File: src/rtl/tcdm_rr_arbiter.sv
`default_nettype none
// ============================================================================
// Module      : tcdm_rr_arbiter
// Description : Round-robin arbiter sharing one single-port TCDM slave
//               (fixed 1-cycle response latency) between NR requesters.
// Revision    : 1.0 - initial release
// ============================================================================
module tcdm_rr_arbiter #(
    parameter int NR = 4,
    parameter int AW = 32,
    parameter int DW = 32,
    parameter int BW = DW / 8
) (
    input  logic             clk_i,
    input  logic             rst_ni,
    input  logic             clear_i,
    input  logic [NR-1:0]    req_i,
    input  logic [NR*AW-1:0] add_i,
    input  logic [NR-1:0]    wen_i,
    input  logic [NR*BW-1:0] be_i,
    input  logic [NR*DW-1:0] data_i,
    output logic [NR-1:0]    gnt_o,
    output logic [DW-1:0]    r_data_o,
    output logic [NR-1:0]    r_valid_o,
    output logic             mem_req_o,
    output logic [AW-1:0]    mem_add_o,
    output logic             mem_wen_o,
    output logic [BW-1:0]    mem_be_o,
    output logic [DW-1:0]    mem_data_o,
    input  logic             mem_gnt_i,
    input  logic [DW-1:0]    mem_r_data_i,
    input  logic             mem_r_valid_i,
    output logic             err_o,
    output logic [31:0]      txn_cnt_o
);

    localparam int c_IW = (NR > 1) ? $clog2(NR) : 1;
    localparam int c_SW = c_IW + 1;

    if (NR < 2) begin : g_nr_check
        $error("tcdm_rr_arbiter: NR must be at least 2");
    end

    logic [c_IW-1:0] r_rr_ptr;
    logic            r_pend;
    logic [c_IW-1:0] r_pend_idx;
    logic            r_err;
    logic [31:0]     r_txn_cnt;

    logic [c_IW-1:0] w_win;
    logic [c_IW-1:0] w_ptr_nxt;
    logic            w_accept;

    // Scan from the highest offset down so the first requester after the
    // pointer is the last one written, i.e. the winner.
    always_comb begin
        logic [c_SW-1:0] w_sum;
        w_win = '0;
        w_sum = '0;
        for (int k = NR - 1; k >= 0; k--) begin
            w_sum = {1'b0, r_rr_ptr} + c_SW'(k);
            if (w_sum >= c_SW'(NR)) begin
                w_sum = w_sum - c_SW'(NR);
            end
            if (req_i[w_sum[c_IW-1:0]]) begin
                w_win = w_sum[c_IW-1:0];
            end
        end
    end

    assign mem_req_o = |req_i;
    assign w_accept  = mem_req_o & mem_gnt_i;
    assign w_ptr_nxt = (w_win == c_IW'(NR - 1)) ? '0 : w_win + 1'b1;

    always_comb begin
        gnt_o      = '0;
        mem_add_o  = '0;
        mem_wen_o  = 1'b1;
        mem_be_o   = '0;
        mem_data_o = '0;
        for (int i = 0; i < NR; i++) begin
            if (mem_req_o && (w_win == c_IW'(i))) begin
                gnt_o[i]   = mem_gnt_i;
                mem_add_o  = add_i[i*AW +: AW];
                mem_wen_o  = wen_i[i];
                mem_be_o   = be_i[i*BW +: BW];
                mem_data_o = data_i[i*DW +: DW];
            end
        end
    end

    always_comb begin
        r_valid_o = '0;
        for (int i = 0; i < NR; i++) begin
            r_valid_o[i] = mem_r_valid_i & r_pend & (r_pend_idx == c_IW'(i));
        end
    end

    assign r_data_o  = mem_r_data_i;
    assign err_o     = r_err;
    assign txn_cnt_o = r_txn_cnt;

    // Pending owner is kept across clear_i so an in-flight response still
    // finds its requester; latency is exactly one cycle, so one slot suffices.
    always_ff @(posedge clk_i or negedge rst_ni) begin
        if (!rst_ni) begin
            r_rr_ptr   <= '0;
            r_pend     <= 1'b0;
            r_pend_idx <= '0;
            r_err      <= 1'b0;
            r_txn_cnt  <= '0;
        end else begin
            r_pend <= w_accept;
            if (w_accept) begin
                r_pend_idx <= w_win;
            end
            if (clear_i) begin
                r_rr_ptr  <= '0;
                r_err     <= 1'b0;
                r_txn_cnt <= '0;
            end else begin
                if (w_accept) begin
                    r_rr_ptr  <= w_ptr_nxt;
                    r_txn_cnt <= r_txn_cnt + 32'd1;
                end
                if (mem_r_valid_i && !r_pend) begin
                    r_err <= 1'b1;
                end
            end
        end
    end

endmodule
`default_nettype wire

File: config.mk
export PLATFORM = sky130hd
export DESIGN_NAME = tcdm_rr_arbiter
export DESIGN_NICKNAME = d
export VERILOG_FILES = /design/src/rtl/tcdm_rr_arbiter.sv
export SDC_FILE = /design/constraint.sdc
export NUM_CORES = 1
export LEC_CHECK = 0
export BUFFER_PORTS_ARGS = -buffer_cell sky130_fd_sc_hd__buf_4
export CELL_PAD_IN_SITES_DETAIL_PLACEMENT = 1
export CELL_PAD_IN_SITES_GLOBAL_PLACEMENT = 1
export CORE_AREA = 3 3 179 181
export DETAILED_ROUTE_END_ITERATION = 10
export DIE_AREA = 0 0 182 184
export HOLD_SLACK_MARGIN = 0.03
export PLACE_DENSITY = 0.59
export SLEW_MARGIN = 30
export SYNTH_ARGS = -nofsm -noshare
export SYNTH_HDL_FRONTEND = slang
export SYNTH_SLANG_ARGS = --single-unit
File: constraint.sdc
create_clock -name clk_i -period 3.6 [get_ports clk_i]
set_clock_uncertainty 0.15 [all_clocks]
set_input_delay 0 -clock clk_i [delete_from_list [all_inputs] [get_ports clk_i]]
set_output_delay 0 -clock clk_i [all_outputs]
set_load 0.1 [all_outputs]
==> out/metrics.csv <==
metric,value,unit
outcome,"finished, final reports clean",
final worst setup slack,0.2651,ns
CTS tree,done,
"critical path fanouts, max",50,
post-synthesis net count,1044,
Via Count,6560,
worst hold path class,in -> reg,
nets@finish,1416,
WL/cell,19.48,um
part of the Yosys area used for sequential elements,19.18,%
share of cells above drive strength 1,39.63,%
CORE AREA,0.03059,mm^2
H-tree depth,2,
fmax,299.9,MHz
CP Launch Type,register,
"commonest non-fill, non-tap cell in the layout",buf_4,
Cells after Synth,722,
Pleak,0.004202,uW
drc violations,0,
initial core utilization,16.21,%
die span in y,184,um
R2R Path Start,r_rr_ptr[0],
first-pass GRT wire length,41900,um
footprint of the multi-input gates,0.003553,mm^2
worst r2r path cells,8,
VDD IR-drop max,0.0002180,V
Post-Place Worst Slack,0.2597,ns
"Hold Vio Cnt, Final",0,
Final Max Slew Viols,0,
port bufs,395,
width of the die,182,um
Register Area,950.9,um^2
Ys Warns,0,
worst hold path stage count,3,
Skew-Pair Late Insertion Delay,0.28,ns
DRT iter0 DRCs,207,
Max Cap Viol,0,
pwr dens,475.5,mW/mm^2
"Cell Area, Synth",0.004957,mm^2
Reg-to-Reg End,r_rr_ptr[0],
pin count of the biggest net entering global routing,64,
Placed Cells,1441,
fin crit period,3.335,ns
WS Path Type,reg -> out,
GRT Total Usage,15.85,%
ANT nets after route,0,
initial antenna violation count,0,
Vias/cell,4.400,
Critical Path RT,3.45,ns
vias in the first global route,6818,
Worst Hold End,r_pend_idx[1],
first drt pass iteration count,4,
Finish-stage setup viols,0,
crit path DAT,3.18,ns
highest-count cells in the layout ignoring fill and taps,"buf_4 (411), nor2_1 (97), a21oi_1 (84), nand2_1 (82), o21ai_0 (76)",
Rel. slew slack,30.38,%
dpl hpwl,22920,um
TritonCTS Buffers,5,
setup TNS,0,ns
synth unique cells,35,
clock tree buffer depth,2,
mean post-synth cell area,6.866,um^2
worst-margin pin slew,1.041,ns
Rows,64,
synth-to-layout area growth,77.28,%
CTS sink cnt,38,
Post-Route WL,29050,um
GPL Wtd Cong,0.8094,
slack of the worst reg-to-reg path,1.20,ns
FILL cells,3813,
unrepaired setup endpoints after global routing,false,
# IOs,460,
worst hold start,req_i[3],
Crit. End Element,output port,
grt ovf,0,
Worst-path clk slew,0.05,ns
Root Driver,clkbuf_16,
fin crit share,92.64,%
Antenna Cells,0,
#FFs+latches synth,38,
die area,0.03349,mm^2
"non-filler cells, final",1491,
synth_stat cells:
| cell type | instances | area, um^2 |
|---|---|---|
| a21o_1 | 1 | 7.510 |
| inv_1 | 15 | 56.30 |
| buf_2 | 1 | 5.000 |
| a211oi_1 | 1 | 7.510 |
| nor4_4 | 1 | 21.27 |
| or3_1 | 10 | 62.56 |
| dfrtp_1 | 38 | 950.9 |
| ha_1 | 5 | 62.56 |
| nor3_1 | 9 | 45.04 |
| and3b_1 | 65 | 569.3 |
| clkbuf_1 | 55 | 206.5 |
| nand4_2 | 1 | 12.51 |
| nor2_1 | 97 | 364.1 |
| buf_4 | 32 | 240.2 |
| o41ai_2 | 1 | 16.27 |
| xnor2_1 | 8 | 70.07 |
| mux2i_1 | 65 | 650.6 |
| xor2_1 | 13 | 113.9 |
| and4_1 | 4 | 35.03 |
| nor4_1 | 3 | 18.77 |
| nand4_1 | 8 | 50.05 |
| a21oi_1 | 84 | 420.4 |
| o31ai_1 | 1 | 7.510 |
| o22ai_1 | 2 | 12.51 |
| nand3_1 | 17 | 85.08 |
| nand2_1 | 82 | 307.8 |
| or4_1 | 2 | 15.01 |
| and2_1 | 5 | 31.28 |
| and3_1 | 4 | 25.02 |
| buf_1 | 2 | 7.510 |
| a211o_1 | 1 | 8.760 |
| a221oi_1 | 4 | 35.03 |
| nor2b_1 | 6 | 37.54 |
| o21ai_0 | 77 | 385.4 |
| nand2b_1 | 2 | 12.51 |
worst max-delay path, stage by stage (launching register included):
cell and delay [ns]:
dfrtp_1 0.40, nand2b_1 0.16, a21oi_1 0.13, a211o_1 0.26, inv_1 0.17, ha_4 0.26, buf_12 0.15, buf_12 0.16
and3b_1 0.23, a21oi_1 0.04, o21ai_0 0.32, mux2i_1 0.15, nor2_1 0.12, buf_4 0.31
through the flow:
stage	hold WS, ns	util [%]	power, uW	instance area [um^2]
2_1_floorplan	-0.4456	-	2823	4957
3_3_place_gp	-0.1493	26.78	3542	8190
3_5_place_dp	-0.1493	26.78	3557	8190
4_1_cts	0.1069	28.55	4196	8732
5_1_grt	0.1314	28.73	4381	8788
6_report	0.07058	28.73	4179	8788
timing repair:
| item | 4_1_cts | 5_1_grt |
|---|---|---|
| buffers inserted | 0 | 4 |
| endpoints found under the setup margin | 1 | 10 |
| endpoints found under the hold margin | 106 | 0 |
| gates resized for setup | 1 | 1 |
| hold buffers | 38 | 0 |
| pin swaps | 0 | 1 |
power breakdown:
| group | leakage [uW] | total, uW | switching [uW] | internal [uW] |
|---|---|---|---|---|
| logic | 0.00361 | 3280 | 2420 | 857 |
| clock network | 0.0000729 | 449 | 175 | 274 |
| registers | 0.000523 | 448 | 11.3 | 437 |
final cells by class:
type / instances / area share, %
Clock buffer: 6 / 1.580
Clock inverter: 2 / 0.1424
Inverter: 15 / 0.6407
Multi-Input combinational cell: 579 / 40.43
Sequential cell: 38 / 10.82
Tap cell: 396 / 5.638
Timing Repair Buffer: 455 / 40.75
logic make-up after synthesis:
logic type	count (synthesis)	synth area share (%)
AOI/OAI and AO/OA	172	18.17
xor gates and xnor gates	21	3.710
adders and majority gates	5	1.262
buffers and inverters	105	10.40
DFF	38	19.18
muxes	65	13.12
and+or+nand+nor	316	34.15
how the worst max path moves through the flow:
stage,from,endpoint,depth (start not counted)
after global routing,r_rr_ptr[0],mem_add_o[9],13
after CTS,r_rr_ptr[0],mem_data_o[5],11
final,r_rr_ptr[0],mem_add_o[9],13
after detailed placement,r_rr_ptr[0],mem_add_o[9],11
after global placement,r_rr_ptr[0],mem_add_o[9],11
after floorplan,r_rr_ptr[0],mem_add_o[10],11
sequential cells by signal, indices dropped and copies added, names as in the netlist:
register    flops
r_pend          1
txn_cnt_o      32
r_rr_ptr        2
err_o           1
r_pend_idx      2
per-layer routing:
metal / track usage, % / part of all wire, % / vias up
met2: 27.51 / 50 / 246
li1: - / - / 3223
met1: 20.62 / 41 / 3074
met4: 2.102 / 1.0 / 0
met3: 3.641 / 7.5 / 17
met5: 0 / 0 / -
No activity file was read; power rests on OpenSTA's default activity.
